File: src/rtl/program_counter_unit.sv
// Fetch-stage PC register with valid/ready handshake, stall, redirect bubble and boot cycle.
// Optional misaligned-target trap enabled by defining PC_ALIGN_CHECK_EN.
module program_counter_unit #(
  parameter logic [31:0] RESET_PC = 32'h0000_0000,
  parameter logic [31:0] PC_STEP  = 32'd4
) (
  input  logic        Clk,
  input  logic        Reset,
  input  logic [31:0] NextPC,
  input  logic        Redirect,
  input  logic        Stall,
  input  logic        OutReady,
  output logic [31:0] PCResult,
  output logic [31:0] PCPlus4,
  output logic        OutValid
`ifdef PC_ALIGN_CHECK_EN
  ,
  output logic        Misaligned
`endif
);

`ifdef PC_ALIGN_CHECK_EN
  typedef enum logic [1:0] {StBoot, StRun, StBubble, StHalt} state_e;
`else
  typedef enum logic [1:0] {StBoot, StRun, StBubble} state_e;
`endif

  state_e      state_q, state_d;
  logic [31:0] pc_q, pc_d;
  logic        load;

`ifdef PC_ALIGN_CHECK_EN
  logic misaligned_q, misaligned_d;
  logic bad_target;
  assign bad_target = (NextPC[1:0] != 2'b00);
`else
  logic unused_next_pc_low;
  assign unused_next_pc_low = ^NextPC[1:0];
`endif

  always_comb begin
    state_d  = state_q;
    pc_d     = pc_q;
    OutValid = 1'b0;
    load     = 1'b0;
`ifdef PC_ALIGN_CHECK_EN
    misaligned_d = misaligned_q;
`endif
    unique case (state_q)
      StBoot: state_d = StRun;
      StRun: begin
        OutValid = 1'b1;
        // Redirect outranks stall, and ignores OutReady.
        if (Redirect) begin
          load    = 1'b1;
          state_d = StBubble;
        end else if (!Stall && OutReady) begin
          load = 1'b1;
        end
      end
      StBubble: begin
        if (Redirect) begin
          load = 1'b1;
        end else begin
          state_d = StRun;
        end
      end
`ifdef PC_ALIGN_CHECK_EN
      StHalt: ;
`endif
      default: state_d = StBoot;
    endcase

    if (load) begin
`ifdef PC_ALIGN_CHECK_EN
      // Offending target is dropped; only reset leaves the trap.
      if (bad_target) begin
        state_d      = StHalt;
        misaligned_d = 1'b1;
      end else begin
        pc_d = NextPC;
      end
`else
      pc_d = {NextPC[31:2], 2'b00};
`endif
    end
  end

  always_ff @(posedge Clk or negedge Reset) begin
    if (!Reset) begin
      state_q <= StBoot;
      pc_q    <= RESET_PC;
    end else begin
      state_q <= state_d;
      pc_q    <= pc_d;
    end
  end

`ifdef PC_ALIGN_CHECK_EN
  always_ff @(posedge Clk or negedge Reset) begin
    if (!Reset) begin
      misaligned_q <= 1'b0;
    end else begin
      misaligned_q <= misaligned_d;
    end
  end
  assign Misaligned = misaligned_q;
`endif

  assign PCResult = pc_q;
  assign PCPlus4  = pc_q + PC_STEP;

endmodule

File: config.mk
export PLATFORM = sky130hd
export DESIGN_NAME = program_counter_unit
export DESIGN_NICKNAME = d
export VERILOG_FILES = /design/src/rtl/program_counter_unit.sv
export SDC_FILE = /design/constraint.sdc
export NUM_CORES = 1
export LEC_CHECK = 0
export ABC_AREA = 1
export CORE_ASPECT_RATIO = 1.4
export CORE_MARGIN = 5
export CORE_UTILIZATION = 38
export CTS_CLUSTER_DIAMETER = 60
export DETAILED_ROUTE_END_ITERATION = 10
export GPL_ROUTABILITY_DRIVEN = 0
export PLACE_DENSITY = 0.88
export SLEW_MARGIN = 20
export SYNTH_ARGS = -nofsm -noshare
export SYNTH_HDL_FRONTEND = slang
export SYNTH_SLANG_ARGS = --single-unit
File: constraint.sdc
create_clock -name Clk -period 1.4 [get_ports Clk]
set_input_delay 0.21 -clock Clk [delete_from_list [all_inputs] [get_ports Clk]]
set_output_delay 0.21 -clock Clk [all_outputs]
set_load 0.02 [all_outputs]
==> flow_metrics.py <==
metrics = {
    "final_layout": {
        "antenna_cells": 0,
        "syn2layout_area_growth_pct": 112,
        "multi_input_area_sq_um": 1860,
        "post-route-cell-area_sq_um": 4780,
        "nets": 545,
        "stdcell_count": 574,
        "fillers": 297,
        "fin_util_pct": 82.1,
        "drive_gt1_share_pct": 57.1,
        "seq_area_sq_um": 813,
    },
    "detailed_routing": {
        "drc_errors": 0,
        "first_iter_violations": 366,
        "first_pass_iters": 5,
        "finalWirelength_mm": 12.2,
        "wire_per_inst_um": 21.3,
        "via_count": 3122,
        "routed_via_density": 5.44,
        "final_antenna_net_count": 0,
    },
    "worst_setup_path": {
        "startpoint_type": "register",
        "worstPathRequired_ns": 1.19,
        "cp-end-kind": "output pin",
        "worstPathMaxFanout": 4,
        "r2r_start": "state_q[1]",
        "arrival_ns": 1.88,
        "worstReg2RegEnd": "PCResult[3]",
        "critical_path_class": "reg -> out",
        "rr_worst_depth": 8,
        "r2r_slack_ns": -0.22,
    },
    "grt": {
        "grt_pass1_wl_mm": 16.3,
        "antenna_found_initial": 0,
        "grt_pass1_vias": 3089,
        "grt_start_max_net_pins": 33,
        "grt_overflow": 0,
        "grt.total_usage_pct": 29.1,
    },
    "power": {
        "pwr-share-seq_pct": 17.6,
        "p_int_uw": 5900,
        "p_leak_uw": 0.00243,
        "power_frac_comb_pct": 76.0,
        "powerDensity_nw_per_um2": 2400,
        "p_clk_share_pct": 6.4,
        "netSwitchingFraction_pct": 48.6,
        "p_switching_uw": 5570,
        "peakVddDrop_uv": 1690,
    },
    "yosys": {
        "yosysSeqAreaShare_pct": 35.5,
        "yosysUniqueCellTypes": 24,
        "avgSynthCellArea_sq_um": 7.03,
        "synth_edf_count": 0,
        "synthesis.area_sq_um": 2260,
        "ys_warn_count": 0,
        "syn_inst": 321,
        "synthArstFlopShare_pct": 100,
        "synthFlopType": "dfrtp_1",
        "synth-seq-cells": 32,
    },
    "sta": {
        "slew_violations": 0,
        "timing.fmax_ghz": 0.478,
        "setup_viol": 62,
        "tightest_slew_ns": 0.488,
        "slew_headroom_pct": 67.1,
        "grt_setup_unrepaired": "true",
        "clock_skew_ns": 0.00831,
        "finalHoldViolCount": 0,
        "fin_ws_ns": -0.693,
        "hold_slack_ns": 0.256,
        "min_period_over_period_pct": 149,
        "min_period_ns": 2.09,
    },
    "placed_design": {
        "hpwl_mm": 5.87,
        "placedCellCount": 534,
        "port-buffer-count": 95,
        "place_ws_ns": -0.681,
        "place_area_sq_um": 3810,
    },
    "outcome": {
        "status": "finished, violations left",
        "failed_checks": "setup timing",
    },
    "floorplanning": {
        "io_pins": 102,
        "core-area_sq_um": 5820,
        "die_w_um": 75.1,
        "die_area_sq_um": 7600,
        "die_h_um": 101,
        "start_util_pct": 38.7,
        "std_cell_rows": 33,
    },
    "cts": {
        "numCtsBuffers": 5,
        "hold_buffers": 0,
        "cts_sinks": 32,
        "cts_max_path_buffers": 2,
        "htree_num_levels": 2,
        "clkTransAtPathRegs_ns": 0.08,
        "clkLatencyLatePin_ns": 0.31,
        "cts_root_buf": "clkbuf_8",
        "cts_tree": "built",
    },
    "run": {
        "cap_violations": 0,
    },
    "worst_hold_path": {
        "hold_path_class": "in -> async",
    },
}
[critical path: stages, from the launching register on]
cell and delay (ns):
dfrtp_1 0.42, nand2_1 0.17, nor2_2 0.22, nand2_1 0.15, nor2_4 0.23, nand2_1 0.10
nand2_1 0.09, nand2_2 0.07, buf_6 0.13
[cells in the mapped netlist, types with 2 or more instances]
master    number  share of area, %
nand3_1        6               1.3
inv_1         51               8.5
nand2_1      110                18
ha_1           4               2.2
clkbuf_1       6               1.0
nand2_2        5               1.4
buf_4          4               1.3
o21ai_0       30               6.7
nor2_4         3               1.5
xnor2_1        5               1.9
nor2_2         3              0.83
o21ai_1        4              0.89
xor2_2         2               1.4
nand3b_1       8               2.7
dfrtp_1       32                35
nor2_1        29               4.8
nor2_8         4               3.5
and2_1         2              0.55
xor2_1         8               3.1
[power groups by stage]
stage	Combinational (uW)	Clock (uW)	Sequential [uW]
3_3_place_gp	5700	0	1810
3_5_place_dp	5830	0	1820
2_1_floorplan	2080	0	2460
4_1_cts	7380	684	1860
6_report	8720	736	2020
5_1_grt	9080	769	2030
[layer usage]
layer  vias to the layer above  GRT usage, %  routed length [um]
met5                         -             0                   0
met4                         0          16.2                 808
met3                        87          5.56                1010
met2                       241          50.5                6280
met1                      1467          32.3                4130
li1                       1327             -                   -
[state kept, by name (all words and copies together) (netlist names)]
| name | flops |
|---|---|
| state_q | 2 |
| PCResult | 30 |
[cells by family (layout without fill, tap and decap cells)]
family          Yosys count  count (layout)  synth area share [%]
flops                    32              32                  35.5
xor+xnor                 15              15                  6.49
simple gates            173             173                  36.8
buf+inv                  61             241                  10.8
compound gates           35              35                  8.04
other cells               1               4                 0.166
fa+ha+maj                 4               4                  2.22
[worst max-delay path by stage]
stage | startpoint | cells past startpoint | slack [ns] | end
after global routing | PCResult[8] | 8 | -0.75 | PCPlus4[23]
final | PCResult[8] | 8 | -0.69 | PCPlus4[24]
after CTS | PCResult[2] | 8 | -0.51 | PCPlus4[18]
after detailed placement | PCResult[2] | 8 | -0.68 | PCPlus4[26]
after global placement | PCResult[2] | 8 | -0.63 | PCPlus4[26]
after floorplan | PCResult[3] | 7 | -0.14 | PCPlus4[22]
[what timing repair did]
| action | in CTS | in global routing |
|---|---|---|
| hold endpoints to repair | 0 | 0 |
| setup buffers | 15 | 11 |
| endpoints found under the setup margin | 91 | 88 |
| cloned | 8 | 1 |
| pin swaps | 26 | 15 |
| resized for setup | 333 | 125 |
[metrics by stage]
stage          total power, uW  TNS [ns]
3_3_place_gp              7500    -16.75
6_report                 11500    -20.36
3_5_place_dp              7650    -18.65
2_1_floorplan             4540     -2.69
4_1_cts                   9930    -14.96
5_1_grt                  11900    -23.60
[cell type report]
type | count | share of cell area (%)
multi-input cells | 231 | 38.9
repair buffers | 183 | 36.6
flip-flops and latches | 32 | 17.0
inverters | 51 | 4.06
well taps | 70 | 1.83
clock buffers | 7 | 1.60
[placed cells by master (no fill, tap or decap), types with 4 or more instances in the layout]
master           netlist  final
o21ai_2                0     26
nand3b_1               8      8
nand2_2                5     25
nor2_4                 3      9
dfrtp_2                0     10
buf_2                  0      5
clkbuf_2               0     18
clkdlybuf4s50_1        0     34
o21ai_1                4      4
buf_6                  0     28
ha_4                   0      4
buf_4                  4     75
clkdlybuf4s15_1        0      4
dfrtp_1               32     22
nor2_1                29     15
nand2_1              110     62
clkbuf_8               0      5
buf_16                 0      6
buf_12                 0      5
nand3_1                6      5
nand2_4                1     29
nor2_2                 3     11
inv_1                 51     48
xor2_2                 2      6
nor2_8                 4      4
conb_1                 1      4
Note: power is estimated with default switching activity, not from simulation.
